--- src/rtl/gpio_bank_pkg.sv ---
// Shared definitions for gpio_bank: register map and the per-pin pad drive rule.
package gpio_bank_pkg;

  localparam logic [2:0] REG_IN      = 3'd0;
  localparam logic [2:0] REG_OUT     = 3'd1;
  localparam logic [2:0] REG_DIR     = 3'd2;
  localparam logic [2:0] REG_OD      = 3'd3;
  localparam logic [2:0] REG_RISE_EN = 3'd4;
  localparam logic [2:0] REG_FALL_EN = 3'd5;
  localparam logic [2:0] REG_PEND    = 3'd6;
  localparam logic [2:0] REG_FILTER  = 3'd7;

  typedef struct packed {
    logic drive;
    logic enable;
  } pad_drive_t;

  // Open-drain pins only ever pull low: a 1 on OUT releases the pad instead of driving it.
  function automatic pad_drive_t padDrive(input logic outBit, input logic dirBit, input logic odBit);
    pad_drive_t p;
    if (odBit) begin
      p.drive  = 1'b0;
      p.enable = dirBit & ~outBit;
    end else begin
      p.drive  = outBit;
      p.enable = dirBit;
    end
    return p;
  endfunction

endpackage

--- src/rtl/gpio_bank_if.sv ---
// Peripheral bus between the SoC and gpio_bank: single request, one-cycle ready pulse.
interface gpio_bank_if #(
  parameter int WIDTH = 8
);
  logic             valid;
  logic             write;
  logic [2:0]       addr;
  logic [WIDTH-1:0] wdata;
  logic             ready;
  logic [WIDTH-1:0] rdata;

  modport master (output valid, write, addr, wdata, input ready, rdata);
  modport slave  (input valid, write, addr, wdata, output ready, rdata);
endinterface

--- src/rtl/gpio_bank_filter.sv ---
// gpio_filter: one pin's input path -- synchroniser, glitch filter, and edge pulses.
module gpio_filter #(
  parameter int SYNC_STAGES = 2,
  parameter int FILTER_BITS = 4
) (
  input  logic                   clk_i,
  input  logic                   rst_ni,
  input  logic                   pin_i,
  input  logic [FILTER_BITS-1:0] thresh_i,
  output logic                   filt_o,
  output logic                   rise_o,
  output logic                   fall_o
);

  logic [SYNC_STAGES-1:0] sync_q, sync_d;
  logic [FILTER_BITS-1:0] cnt_q, cnt_d;
  logic [FILTER_BITS:0]   cntNext;
  logic                   filt_q, filt_d;
  logic                   prev_q;
  logic                   synced;

  assign synced  = sync_q[SYNC_STAGES-1];
  assign sync_d  = {sync_q[SYNC_STAGES-2:0], pin_i};
  assign cntNext = {1'b0, cnt_q} + (FILTER_BITS+1)'(1);

  // Comparing with >= lets a lowered threshold take effect on a counter already past it.
  always_comb begin
    filt_d = filt_q;
    cnt_d  = '0;
    if (thresh_i == '0) begin
      filt_d = synced;
    end else if (synced != filt_q) begin
      if (cntNext >= {1'b0, thresh_i}) begin
        filt_d = ~filt_q;
      end else begin
        cnt_d = cntNext[FILTER_BITS-1:0];
      end
    end
  end

  always_ff @(posedge clk_i or negedge rst_ni) begin
    if (!rst_ni) begin
      sync_q <= '0;
      cnt_q  <= '0;
      filt_q <= 1'b0;
      prev_q <= 1'b0;
    end else begin
      sync_q <= sync_d;
      cnt_q  <= cnt_d;
      filt_q <= filt_d;
      prev_q <= filt_q;
    end
  end

  assign filt_o = filt_q;
  assign rise_o = filt_q & ~prev_q;
  assign fall_o = ~filt_q & prev_q;

endmodule

--- src/rtl/gpio_bank.sv ---
// gpio_bank: register-mapped GPIO with open-drain capable pad drive, filtered
// inputs and edge interrupts for WIDTH pins.
module gpio_bank
  import gpio_bank_pkg::*;
#(
  parameter int WIDTH       = 8,
  parameter int SYNC_STAGES = 2,
  parameter int FILTER_BITS = 4
) (
  input  logic             io_sys_clock,
  input  logic             io_sys_reset,
  gpio_bank_if.slave       bus,
  input  logic [WIDTH-1:0] pins_read,
  output logic [WIDTH-1:0] pins_write,
  output logic [WIDTH-1:0] pins_writeEnable,
  output logic             irq
);

  logic [WIDTH-1:0]       out_q, out_d, dir_q, dir_d, od_q, od_d;
  logic [WIDTH-1:0]       riseEn_q, riseEn_d, fallEn_q, fallEn_d;
  logic [WIDTH-1:0]       pend_q, pend_d, rdata_q, rdata_d;
  logic [FILTER_BITS-1:0] filter_q, filter_d;
  logic                   ready_q, ready_d;
  logic [WIDTH-1:0]       filtered, rise, fall, w1c;
  logic                   accept;

  for (genvar i = 0; i < WIDTH; i++) begin : g_pin
    pad_drive_t pd;

    gpio_filter #(
      .SYNC_STAGES(SYNC_STAGES),
      .FILTER_BITS(FILTER_BITS)
    ) u_filter (
      .clk_i   (io_sys_clock),
      .rst_ni  (io_sys_reset),
      .pin_i   (pins_read[i]),
      .thresh_i(filter_q),
      .filt_o  (filtered[i]),
      .rise_o  (rise[i]),
      .fall_o  (fall[i])
    );

    assign pd                  = padDrive(out_q[i], dir_q[i], od_q[i]);
    assign pins_write[i]       = pd.drive;
    assign pins_writeEnable[i] = pd.enable;
  end

  // A request is taken only while ready is low, so a held request completes every other cycle.
  assign accept = bus.valid & ~ready_q;

  always_comb begin
    out_d    = out_q;
    dir_d    = dir_q;
    od_d     = od_q;
    riseEn_d = riseEn_q;
    fallEn_d = fallEn_q;
    filter_d = filter_q;
    ready_d  = accept;
    rdata_d  = '0;
    w1c      = '0;
    if (accept && !bus.write) begin
      case (bus.addr)
        REG_IN:      rdata_d = filtered;
        REG_OUT:     rdata_d = out_q;
        REG_DIR:     rdata_d = dir_q;
        REG_OD:      rdata_d = od_q;
        REG_RISE_EN: rdata_d = riseEn_q;
        REG_FALL_EN: rdata_d = fallEn_q;
        REG_PEND:    rdata_d = pend_q;
        REG_FILTER:  rdata_d = WIDTH'(filter_q);
        default:     rdata_d = '0;
      endcase
    end
    if (accept && bus.write) begin
      case (bus.addr)
        REG_OUT:     out_d    = bus.wdata;
        REG_DIR:     dir_d    = bus.wdata;
        REG_OD:      od_d     = bus.wdata;
        REG_RISE_EN: riseEn_d = bus.wdata;
        REG_FALL_EN: fallEn_d = bus.wdata;
        REG_PEND:    w1c      = bus.wdata;
        REG_FILTER:  filter_d = bus.wdata[FILTER_BITS-1:0];
        default:     ;
      endcase
    end
    // New edges are OR-ed in after the clear so a coincident edge stays pending.
    pend_d = (pend_q & ~w1c) | (rise & riseEn_q) | (fall & fallEn_q);
  end

  always_ff @(posedge io_sys_clock or negedge io_sys_reset) begin
    if (!io_sys_reset) begin
      out_q    <= '0;
      dir_q    <= '0;
      od_q     <= '0;
      riseEn_q <= '0;
      fallEn_q <= '0;
      pend_q   <= '0;
      filter_q <= '0;
      ready_q  <= 1'b0;
      rdata_q  <= '0;
    end else begin
      out_q    <= out_d;
      dir_q    <= dir_d;
      od_q     <= od_d;
      riseEn_q <= riseEn_d;
      fallEn_q <= fallEn_d;
      pend_q   <= pend_d;
      filter_q <= filter_d;
      ready_q  <= ready_d;
      rdata_q  <= rdata_d;
    end
  end

  assign bus.ready = ready_q;
  assign bus.rdata = rdata_q;
  assign irq       = |pend_q;

endmodule
--- src/flat_wrapper.sv ---
// flat-port wrapper written by rule: the top's interface ports become plain ports
module gpio_bank_flat import gpio_bank_pkg::*;
#(
  parameter int WIDTH       = 8,
  parameter int SYNC_STAGES = 2,
  parameter int FILTER_BITS = 4
)
  (io_sys_clock, io_sys_reset, pins_read, pins_write, pins_writeEnable, irq, bus_valid, bus_write, bus_addr, bus_wdata, bus_ready, bus_rdata);
  gpio_bank_if #(.WIDTH(WIDTH)) bus_i ();
  input  logic io_sys_clock;
  input  logic io_sys_reset;
  input  logic [WIDTH-1:0] pins_read;
  output logic [WIDTH-1:0] pins_write;
  output logic [WIDTH-1:0] pins_writeEnable;
  output logic irq;
  input wire logic [$bits(bus_i.valid)-1:0] bus_valid;
  input wire logic [$bits(bus_i.write)-1:0] bus_write;
  input wire logic [$bits(bus_i.addr)-1:0] bus_addr;
  input wire logic [$bits(bus_i.wdata)-1:0] bus_wdata;
  output wire logic [$bits(bus_i.ready)-1:0] bus_ready;
  output wire logic [$bits(bus_i.rdata)-1:0] bus_rdata;
  assign bus_i.valid = bus_valid;
  assign bus_i.write = bus_write;
  assign bus_i.addr = bus_addr;
  assign bus_i.wdata = bus_wdata;
  assign bus_ready = bus_i.ready;
  assign bus_rdata = bus_i.rdata;
  gpio_bank #(.WIDTH(WIDTH), .SYNC_STAGES(SYNC_STAGES), .FILTER_BITS(FILTER_BITS)) u_core (.io_sys_clock(io_sys_clock), .io_sys_reset(io_sys_reset), .bus(bus_i), .pins_read(pins_read), .pins_write(pins_write), .pins_writeEnable(pins_writeEnable), .irq(irq));
endmodule
--- config.mk ---
export PLATFORM = sky130hd
export DESIGN_NAME = gpio_bank_flat
export DESIGN_NICKNAME = d
export VERILOG_FILES = /design/src/rtl/gpio_bank_pkg.sv /design/src/rtl/gpio_bank_if.sv /design/src/rtl/gpio_bank_filter.sv /design/src/rtl/gpio_bank.sv /design/src/flat_wrapper.sv
export SDC_FILE = /design/constraint.sdc
export NUM_CORES = 1
export LEC_CHECK = 0
export CAP_MARGIN = 20
export CORE_AREA = 2 2 113 115
export DETAILED_ROUTE_END_ITERATION = 6
export DIE_AREA = 0 0 115 117
export GPL_ROUTABILITY_DRIVEN = 0
export PLACE_DENSITY = 0.66
export SLEW_MARGIN = 20
export SYNTH_ARGS = -nofsm -noshare
export SYNTH_HDL_FRONTEND = slang
export SYNTH_SLANG_ARGS = --single-unit
--- constraint.sdc ---
create_clock -name io_sys_clock -period 2.05 [get_ports io_sys_clock]
set_input_delay 0.41 -clock io_sys_clock [delete_from_list [all_inputs] [get_ports io_sys_clock]]
set_output_delay 0.41 -clock io_sys_clock [all_outputs]
set_load 0.01 [all_outputs]
==> results.sh, run 1 <==
export IMPL_rsz0062_at_grt="yes"
export IMPL_final_common_cell="dfrtp_1"
export IMPL_run_status="complete, no violations"
export IMPL_drive_above_1_share=0.176
export IMPL_pwr_share_comb=0.275
export IMPL_skew_ps=5.40
export IMPL_finalSetupViolCount=0
export IMPL_drt_total_wl_um=13000
export IMPL_fin_cells=758
export IMPL_drtPass1Iterations=4
export IMPL_postCtsSetupRepairBufs=0
export IMPL_vias=4160
export IMPL_reg2reg_from="u_core.g_pin[2].u_filter.cnt_q[0]$_DFF_PN0_"
export IMPL_p_seq_frac=0.398
export IMPL_worstPathArrival_ps=1560
export IMPL_dieArea_um2=13500
export IMPL_grt_first_pass_wirelength_um=21500
export IMPL_slowest_stage="dfrtp_1"
export IMPL_portBuffers=48
export IMPL_place_area_um2=6890
export IMPL_clock_path_buffers=2
export IMPL_grt_use_total=0.212
export IMPL_nets=658
export IMPL_n_antenna_cell=0
export IMPL_core_rowCount=41
export IMPL_synth_compound_area_frac=0.120
export IMPL_die_y_um=117
export IMPL_post_route_period_util=0.963
export IMPL_final_hold_violation_count=0
export IMPL_tns_ps=0
export IMPL_synthAdderAreaFrac=0.0831
export IMPL_finalPower_w=0.00928
export IMPL_path_clk_slew_ps=60
export IMPL_synthMuxAreaShare=0.104
export IMPL_synth_seq_area_share=0.519
export IMPL_synthCells=511
export IMPL_slowest_delay_ps=430
export IMPL_yosys_warnings=0
export IMPL_internal_power_w=0.00630
export IMPL_core_area_um2=12300
export IMPL_whs_path_depth=0
export IMPL_fillCellCount=1004
export IMPL_ir_drop_mv=0.640
export IMPL_crit_chain="nor4_2, nand2_1, dlygate4sd2_1"
export IMPL_synthXorXnorAreaFrac=0.0349
export IMPL_required_ps=1640
export IMPL_hold_ws_ps=345
export IMPL_drv_slew=0
export IMPL_root_buffer="clkbuf_16"
export IMPL_grt_remaining_overflow=0
export IMPL_clock_sinks=125
export IMPL_area_growth_pct=24.9
export IMPL_hold_class="reg -> reg"
export IMPL_drt_iter0_markers=201
export IMPL_antenna_found_initial=0
export IMPL_synth_avg_cell_area_um2=11.8
export IMPL_postSynthNetCount=574
export IMPL_synth_area_um2=6020
export IMPL_p_leak_nw=3.50
export IMPL_htreeDepth=4
export IMPL_synth_distinct_cells=44
export IMPL_relSlewSlack=0.708
export IMPL_fin_area_um2=7520
export IMPL_grt_pass1_vias=4290
export IMPL_hpwl_um=9290
export IMPL_p_sw_w=0.00297
export IMPL_tritoncts_num_buffers=17
export IMPL_die_w_um=115
export IMPL_worstSetupStartpointType="flop"
export IMPL_hold_path_startpoint="u_core.g_pin[5].u_filter.sync_q[0]$_DFF_PN0_"
export IMPL_end_kind="output port"
export IMPL_maxCapViolCount=0
export IMPL_insertion_delay_ps=420
export IMPL_drc=0
export IMPL_max_freq_mhz=507
export IMPL_cp_max_fo=3
export IMPL_worstReg2RegEnd="u_core.g_pin[2].u_filter.filt_o$_DFFE_PN0P_"
export IMPL_tritoncts="yes"
export IMPL_pwr_density_cell_nw_per_um2=1230
export IMPL_clkPwrFrac=0.327
export IMPL_worst_slew_pin_slew_ps=438
export IMPL_synth_seq_cells=125
export IMPL_grt_start_max_net_pins=53
export IMPL_io_pins=49
export IMPL_hold_end="u_core.g_pin[5].u_filter.sync_q[1]$_DFF_PN0_"
export IMPL_vias_per_cell=5.49
export IMPL_routedWlPerCell_um=17.2
export IMPL_reg2reg_slack_ps=160
export IMPL_initial_utilization=0.489
export IMPL_seq_area_um2=3130
export IMPL_switching_share=0.321
export IMPL_place_inst=725
export IMPL_ant_nets=0
export IMPL_mostFrequentLayoutCells="dfrtp_1, ha_1, clkdlybuf4s50_1"
export IMPL_synth_top_family_by_area="compound AO/OA/AOI/OAI gates"
export IMPL_synthSimpleGateAreaFrac=0.112
export IMPL_multi_input_area_um2=2740
export IMPL_reg2reg_depth=6
export IMPL_min_period_ps=1970
export IMPL_worstSetupPathType="reg -> out"
[logic make-up after synthesis]
kind of cell	Yosys count
AO/OA/AOI/OAI	106
XOR/XNOR	24
adder cells (fa/ha/maj)	40
buffers and inverters	35
flip-flops	125
multiplexers	58
AND/OR/NAND/NOR	123
[worst max-delay path, delay by kind of cell (launching register included)]
kind | cells | cell delay (ps)
DFF | 1 | 430
buffers and inverters | 1 | 300
and+or+nand+nor | 2 | 410
[how the worst max path moves through the flow]
stage | startpoint | end | slack, ps
2_1_floorplan | u_core.g_pin[1].u_filter.cnt_q[0]$_DFF_PN0_ | u_core.g_pin[1].u_filter.filt_o$_DFFE_PN0P_ | 310
3_3_place_gp | bus_valid | u_core.od_q[2]$_DFFE_PN0P_ | 10
3_5_place_dp | bus_valid | u_core.od_q[3]$_DFFE_PN0P_ | -70
4_1_cts | u_core.out_q[0]$_DFFE_PN0P_ | pins_writeEnable[0] | 10
5_1_grt | u_core.filter_q[3]$_DFFE_PN0P_ | u_core.g_pin[3].u_filter.filt_o$_DFFE_PN0P_ | -4
6_report | u_core.pend_q[5]$_DFF_PN0_ | irq | 80
[layout make-up]
type / count / share of cell area
inverter: 23 / 0.0115
tap: 150 / 0.0250
clock buffer: 18 / 0.0584
multi-input combinational: 351 / 0.365
clock inverter: 14 / 0.0226
timing repair buffer: 77 / 0.102
sequential: 125 / 0.416
[state kept, by name (all words and copies together), names as in the netlist]
name / count
u_core.riseEn_q: 8
u_core.dir_q: 8
u_core.fallEn_q: 8
u_core.g_pin.u_filter.sync_q: 16
u_core.bus.rdata: 8
u_core.g_pin.u_filter.filt_o: 8
u_core.g_pin.u_filter.prev_q: 8
u_core.out_q: 8
u_core.od_q: 8
u_core.g_pin.u_filter.cnt_q: 32
u_core.bus.ready: 1
u_core.pend_q: 8
u_core.filter_q: 4
[routing by layer]
metal | vias up | wire length [um] | GRT usage
met4 | 0 | 403 | 0.113
li1 | 2005 | - | -
met5 | - | 0 | 0
met1 | 2032 | 5960 | 0.266
met3 | 34 | 456 | 0.0474
met2 | 89 | 6230 | 0.345
[timing repair]
item | CTS | global route
gates resized for setup | 4 | 6
hold endpoints to repair | 26 | 0
setup endpoints to repair | 3 | 6
hold buffers | 1 | 0
[power by group through the flow]
stage / Combinational, W / Sequential [W] / Clock (W)
2_1_floorplan: 0.00174 / 0.00353 / 0
3_3_place_gp: 0.00242 / 0.00369 / 0
3_5_place_dp: 0.00256 / 0.00372 / 0
4_1_cts: 0.00259 / 0.00369 / 0.00310
5_1_grt: 0.00292 / 0.00380 / 0.00321
6_report: 0.00255 / 0.00369 / 0.00304
[through the flow]
step                worst slack, ps  utilization
floorplan                       309            -
global placement               12.6        0.560
detailed placement            -67.6        0.560
CTS                            9.85        0.610
finish                         75.8        0.611
global route                  -3.53        0.611
[synthesized netlist by cell type (all sizes together)]
library cell	count	area [um2]
nand2	22	82.6
and3b	1	8.76
nor2b	31	196
nor4	3	33.8
and2	1	6.26
ha	40	500
inv	23	86.3
and3	1	6.26
a21boi	6	45.0
o22ai	4	25.0
o211ai	16	120
nand3b	8	60.1
nor2	32	123
a22o	1	8.76
xor2	16	140
a211oi	13	97.6
a2bb2oi	3	26.3
a221oi	3	26.3
o2bb2ai	1	8.76
or3b	1	8.76
nand4b	1	15.0
or3	2	12.5
a21oi	7	35.0
mux2	39	439
a311oi	8	70.1
o21ai	42	240
mux2i	19	190
nand2b	11	68.8
buf	11	67.6
clkbuf	1	3.75
dfrtp	125	3130
o221a	2	22.5
nand3	9	50.1
xnor2	8	70.1
Power figures use the tool's default switching activity.
==> run 2: changes to the inputs <==
==> constraint.sdc (replaced) <==
create_clock -name io_sys_clock -period 2.45 [get_ports io_sys_clock]
set_input_delay 0.49 -clock io_sys_clock [delete_from_list [all_inputs] [get_ports io_sys_clock]]
set_output_delay 0.49 -clock io_sys_clock [all_outputs]
set_load 0.01 [all_outputs]
==> run 2 against run 1 <==
Compared with the run above: global-route usage decreased by 0.43 points; sequential power shrank 16%; core utilization fell by 1.4 points; clock power fell by 16%; worst setup slack improved by 110 ps; hold slack worse by 330 ps; register-to-register slack improved by 200 ps; sequential cell count did not move; total power decreased by 17%; die area is the same; combinational power is 21% lower; largest power group unchanged; highest routed layer unchanged.
==> results.sh, run 2 (same netlist as run 1, synthesis figures left out) <==
export IMPL_run_status="complete, no violations"
export IMPL_p_seq_frac=0.404
export IMPL_io_pins=49
export IMPL_mostFrequentLayoutCells="dfrtp_1, clkdlybuf4s50_1, ha_1"
export IMPL_fin_area_um2=7350
export IMPL_drive_above_1_share=0.154
export IMPL_worstPathArrival_ps=1770
export IMPL_fin_cells=742
export IMPL_tritoncts="yes"
export IMPL_fillCellCount=1037
export IMPL_drtPass1Iterations=5
export IMPL_reg_top3="u_core.g_pin.u_filter.cnt_q (32), u_core.g_pin.u_filter.sync_q (16)"
export IMPL_grt_remaining_overflow=0
export IMPL_post_route_period_util=0.924
export IMPL_ant_nets=0
export IMPL_portBuffers=48
export IMPL_vias_per_cell=5.53
export IMPL_ir_drop_mv=0.430
export IMPL_worstReg2RegEnd="u_core.g_pin[1].u_filter.filt_o$_DFFE_PN0P_"
export IMPL_internal_power_w=0.00527
export IMPL_grt_first_pass_wirelength_um=21200
export IMPL_path_clk_slew_ps=60
export IMPL_largest_register_ffs=32
export IMPL_tns_ps=0
export IMPL_skew_ps=5.59
export IMPL_htreeDepth=4
export IMPL_grt_start_max_net_pins=37
export IMPL_routedWlPerCell_um=17.2
export IMPL_rsz0062_at_grt="no"
export IMPL_root_buffer="clkbuf_16"
export IMPL_core_rowCount=41
export IMPL_largest_register="u_core.g_pin.u_filter.cnt_q"
export IMPL_drc=0
export IMPL_n_antenna_cell=0
export IMPL_grt_pass1_vias=4088
export IMPL_clock_sinks=125
export IMPL_postCtsSetupRepairBufs=0
export IMPL_dieArea_um2=13500
export IMPL_relSlewSlack=0.550
export IMPL_p_sw_w=0.00242
export IMPL_drv_slew=0
export IMPL_antenna_found_initial=0
export IMPL_die_y_um=117
export IMPL_reg2reg_depth=5
export IMPL_place_inst=710
export IMPL_area_growth_pct=22.0
export IMPL_worstSetupPathType="reg -> out"
export IMPL_hpwl_um=9070
export IMPL_worst_slew_pin_slew_ps=674
export IMPL_cts_resized=0
export IMPL_seq_area_um2=3130
export IMPL_clkPwrFrac=0.332
export IMPL_drt_iter0_markers=224
export IMPL_vias=4100
export IMPL_place_area_um2=6740
export IMPL_initial_utilization=0.489
export IMPL_die_w_um=115
export IMPL_tritoncts_num_buffers=17
export IMPL_reg2reg_from="u_core.filter_q[0]$_DFFE_PN0P_"
export IMPL_final_hold_violation_count=0
export IMPL_cp_max_fo=3
export IMPL_grt_use_total=0.208
export IMPL_holdBufCountCts=0
export IMPL_switching_share=0.315
export IMPL_hold_class="in -> async"
export IMPL_finalSetupViolCount=0
export IMPL_dp_slack_ps=105
export IMPL_required_ps=1960
export IMPL_drt_total_wl_um=12800
export IMPL_worstSetupStartpointType="flop"
export IMPL_insertion_delay_ps=420
export IMPL_end_kind="output port"
export IMPL_p_leak_nw=3.37
export IMPL_min_period_ps=2260
export IMPL_hold_ws_ps=18.1
export IMPL_reg2reg_slack_ps=360
export IMPL_pwr_share_comb=0.264
export IMPL_maxCapViolCount=0
export IMPL_clock_path_buffers=2
export IMPL_final_common_cell="dfrtp_1"
export IMPL_setup_ws_ps=185
export IMPL_core_area_um2=12300
export IMPL_max_freq_mhz=442
export IMPL_pwr_density_cell_nw_per_um2=1050
export IMPL_multi_input_area_um2=2740
export IMPL_nets=642
run 2: critical path, cell delays in order (launching register included):
cell             delay [ps]
dfrtp_1                 410
nor4_1                  320
nand2_1                 130
clkdlybuf4s50_1         490
run 2: through the flow:
stage / total power, W / util
after floorplan: 0.00441 / -
after global placement: 0.00506 / 0.547
after detailed placement: 0.00517 / 0.547
after CTS: 0.00776 / 0.597
after global routing: 0.00822 / 0.597
final: 0.00768 / 0.597
run 2: power by group through the flow:
| stage | clock, W | combinational, W | sequential [W] |
|---|---|---|---|
| final | 0.00255 | 0.00202 | 0.00310 |
| after global placement | 0 | 0.00194 | 0.00311 |
| after floorplan | 0 | 0.00146 | 0.00295 |
| after global routing | 0.00270 | 0.00234 | 0.00319 |
| after CTS | 0.00259 | 0.00206 | 0.00310 |
| after detailed placement | 0 | 0.00204 | 0.00314 |
run 2: worst max path at each step:
| stage | from | end | slack (ps) | cells after the start |
|---|---|---|---|---|
| after global routing | u_core.pend_q[5]$_DFF_PN0_ | irq | 60 | 3 |
| after global placement | bus_valid | u_core.od_q[2]$_DFFE_PN0P_ | 190 | 5 |
| after detailed placement | bus_valid | u_core.od_q[7]$_DFFE_PN0P_ | 100 | 5 |
| after CTS | u_core.pend_q[5]$_DFF_PN0_ | irq | 170 | 3 |
| final | u_core.pend_q[5]$_DFF_PN0_ | irq | 190 | 3 |
| after floorplan | u_core.g_pin[1].u_filter.cnt_q[0]$_DFF_PN0_ | u_core.g_pin[1].u_filter.filt_o$_DFFE_PN0P_ | 710 | 6 |
run 2: layout make-up:
cell class | count | share of cell area
clock buffer | 20 | 0.0635
clock inverter | 12 | 0.0194
inverter | 23 | 0.0117
multi-input combinational | 351 | 0.372
sequential | 125 | 0.426
tap | 150 | 0.0255
timing repair buffer | 61 | 0.0817
run 2: metal layers:
metal | vias to the layer above | global-route usage | wire length (um)
li1 | 1981 | - | -
met1 | 2006 | 0.271 | 5800
met2 | 94 | 0.349 | 6280
met3 | 19 | 0.0474 | 512
met4 | 0 | 0.0635 | 198
met5 | - | 0 | 0
==> run 3: changes to the inputs <==
--- a/config.mk
+++ b/config.mk
@@ -5,12 +5,13 @@
 export SDC_FILE = /design/constraint.sdc
 export NUM_CORES = 1
 export LEC_CHECK = 0
+export ABC_AREA = 1
 export CAP_MARGIN = 20
-export CORE_AREA = 2 2 113 115
+export CORE_AREA = 2 2 116 118
 export DETAILED_ROUTE_END_ITERATION = 6
-export DIE_AREA = 0 0 115 117
-export GPL_ROUTABILITY_DRIVEN = 0
+export DIE_AREA = 0 0 118 120
 export PLACE_DENSITY = 0.66
+export SKIP_CTS_REPAIR_TIMING = 1
 export SLEW_MARGIN = 20
 export SYNTH_ARGS = -nofsm -noshare
 export SYNTH_HDL_FRONTEND = slang
==> run 3 against run 2 <==
Compared with the run above: sequential power decreased by 3%; sequential share of layout area decreased by 0.96 points; combinational power increased by 12%; cell area increased by 2.3%; routed wire length increased by 7.0%; sequential cell count unchanged; largest power group unchanged; critical endpoint unchanged; largest cell class unchanged; critical path depth unchanged; synthesized cell count increased by 43%; area after synthesis increased by 4.9%; critical path type unchanged; fmax increased by 0.31%; via count increased by 20%.
==> results.sh, run 3 <==
export IMPL_run_status="complete, no violations"
export IMPL_hpwl_um=10100
export IMPL_synth_area_leader_cell="dfrtp_1"
export IMPL_skew_ps=7.18
export IMPL_grt_remaining_overflow=0
export IMPL_cp_max_fo=3
export IMPL_post_route_period_util=0.922
export IMPL_nets=861
export IMPL_mostFrequentLayoutCells="nand2_1, dfrtp_1, inv_1"
export IMPL_yosys_warnings=0
export IMPL_die_w_um=118
export IMPL_ant_nets=0
export IMPL_synth_avg_cell_area_um2=8.63
export IMPL_final_hold_violation_count=0
export IMPL_tritoncts_num_buffers=17
export IMPL_slowest_stage="clkdlybuf4s50_1"
export IMPL_clock_sinks=125
export IMPL_drtPass1Iterations=4
export IMPL_synthArstFlopShare=1.00
export IMPL_tns_ps=0
export IMPL_root_buffer="clkbuf_16"
export IMPL_fin_area_um2=7520
export IMPL_core_area_um2=13000
export IMPL_drt_iter0_markers=320
export IMPL_end_kind="output port"
export IMPL_worstReg2RegEnd="u_core.g_pin[1].u_filter.filt_o$_DFFE_PN0P_"
export IMPL_reg_top3="u_core.g_pin.u_filter.cnt_q (32), u_core.g_pin.u_filter.sync_q (16)"
export IMPL_max_freq_mhz=443
export IMPL_vias_per_cell=4.99
export IMPL_ir_drop_mv=0.505
export IMPL_portBuffers=48
export IMPL_core_rowCount=42
export IMPL_relSlewSlack=0.621
export IMPL_final_common_cell="nand2_1"
export IMPL_reg2reg_depth=10
export IMPL_slowest_delay_ps=490
export IMPL_initial_utilization=0.487
export IMPL_insertion_delay_ps=410
export IMPL_routedWlPerCell_um=13.9
export IMPL_ys_top_cells_by_count="nand2_1, dfrtp_1, inv_1"
export IMPL_gp_congestion=0.856
export IMPL_synth_top_area_frac=0.495
export IMPL_setup_ws_ps=192
export IMPL_place_area_um2=7000
export IMPL_grt_start_max_net_pins=46
export IMPL_clkPwrFrac=0.293
export IMPL_p_leak_nw=3.71
export IMPL_maxCapViolCount=0
export IMPL_crit_chain="nor4_1, nand2_1, clkdlybuf4s50_1"
export IMPL_worstSetupStartpointType="flop"
export IMPL_crit_path_start="u_core.pend_q[5]$_DFF_PN0_"
export IMPL_required_ps=1960
export IMPL_synth_seq_area_share=0.495
export IMPL_p_seq_frac=0.403
export IMPL_reg2reg_from="u_core.filter_q[1]$_DFFE_PN0P_"
export IMPL_fin_cells=986
export IMPL_synthCells=732
export IMPL_grt_first_pass_wirelength_um=23200
export IMPL_drt_total_wl_um=13700
export IMPL_postSynthNetCount=795
export IMPL_yosysMostFrequentCell="nand2_1"
export IMPL_grt_use_total=0.206
export IMPL_die_y_um=120
export IMPL_pwr_share_comb=0.304
export IMPL_synth_edf_count=0
export IMPL_rsz0062_at_grt="no"
export IMPL_synth_area_leaders="dfrtp_1, nand2_1, ha_1, inv_1, nor2_1"
export IMPL_largest_register_ffs=32
export IMPL_n_antenna_cell=0
export IMPL_clock_path_buffers=2
export IMPL_pwr_density_cell_nw_per_um2=991
export IMPL_tritoncts="yes"
export IMPL_drv_slew=0
export IMPL_fillCellCount=1158
export IMPL_place_inst=955
export IMPL_worst_slew_pin_slew_ps=568
export IMPL_p_sw_w=0.00266
export IMPL_worstPathArrival_ps=1770
export IMPL_switching_share=0.357
export IMPL_synth_seq_cells=125
export IMPL_largest_register="u_core.g_pin.u_filter.cnt_q"
export IMPL_synth_area_um2=6320
export IMPL_finalSetupViolCount=0
export IMPL_vias=4925
export IMPL_synth_distinct_cells=28
export IMPL_critPathTopFamily="buffers and inverters"
export IMPL_internal_power_w=0.00479
export IMPL_path_clk_slew_ps=50
export IMPL_area_growth_pct=19.0
export IMPL_worstSetupPathDepth=3
export IMPL_antenna_found_initial=0
export IMPL_drive_above_1_share=0.0753
export IMPL_io_pins=49
export IMPL_crit_buf_inv=1
export IMPL_synth_main_ff_cell="dfrtp_1"
export IMPL_grt_pass1_vias=4847
export IMPL_hold_class="in -> async"
export IMPL_worstSetupPathType="reg -> out"
export IMPL_dp_slack_ps=226
export IMPL_drc=0
export IMPL_dieArea_um2=14200
export IMPL_crit_path_end="irq"
export IMPL_htreeDepth=4
export IMPL_reg2reg_slack_ps=730
export IMPL_min_period_ps=2260
-- run 3: cell type report --
type,count,area (um2),share of cell area
clock inverter,11,72.6,0.00965
tap,176,220,0.0293
inverter,98,370,0.0493
sequential,125,3130,0.416
timing repair buffer,56,563,0.0749
multi-input combinational,500,2720,0.362
clock buffer,20,447,0.0594
-- run 3: power groups by stage --
stage                     Sequential [W]  Clock [W]  Combinational, W
final                            0.00301    0.00219           0.00226
after global routing             0.00307    0.00232           0.00265
after CTS                        0.00300    0.00222           0.00230
after detailed placement         0.00303          0           0.00227
after global placement           0.00301          0           0.00217
after floorplan                  0.00289          0           0.00160
-- run 3: routing by layer --
metal | share of wire | global-route usage | up-vias | wire (um)
met5 | 0 | 0 | - | 0
met4 | 0.017 | 0.0738 | 0 | 235
met3 | 0.039 | 0.0390 | 20 | 533
met2 | 0.49 | 0.358 | 111 | 6740
met1 | 0.45 | 0.257 | 2338 | 6170
li1 | - | - | 2456 | -
-- run 3: worst min path at each step --
stage / startpoint / to / cells after the start
final: io_sys_reset / u_core.bus.ready$_DFF_PN0_ / 1
after global routing: io_sys_reset / u_core.bus.ready$_DFF_PN0_ / 1
after CTS: io_sys_reset / u_core.dir_q[7]$_DFFE_PN0P_ / 1
after detailed placement: u_core.g_pin[3].u_filter.sync_q[0]$_DFF_PN0_ / u_core.g_pin[3].u_filter.sync_q[1]$_DFF_PN0_ / 0
after global placement: u_core.g_pin[6].u_filter.sync_q[0]$_DFF_PN0_ / u_core.g_pin[6].u_filter.sync_q[1]$_DFF_PN0_ / 0
after floorplan: io_sys_reset / u_core.bus.rdata[0]$_DFF_PN0_ / 0
-- run 3: per-stage QoR --
| step | hold slack [ps] | util | power [W] |
|---|---|---|---|
| 3_5_place_dp | 336 | 0.539 | 0.00531 |
| 2_1_floorplan | 194 | - | 0.00450 |
| 3_3_place_gp | 333 | 0.539 | 0.00518 |
| 6_report | 75.2 | 0.579 | 0.00745 |
| 5_1_grt | 120 | 0.579 | 0.00805 |
| 4_1_cts | 94.0 | 0.579 | 0.00751 |
-- run 3: logic make-up after synthesis --
kind of cell | synth area share
XOR/XNOR | 0.0333
buffers and inverters | 0.0745
adder cells (fa/ha/maj) | 0.0792
flip-flops | 0.495
AND/OR/NAND/NOR | 0.240
AO/OA/AOI/OAI | 0.0782
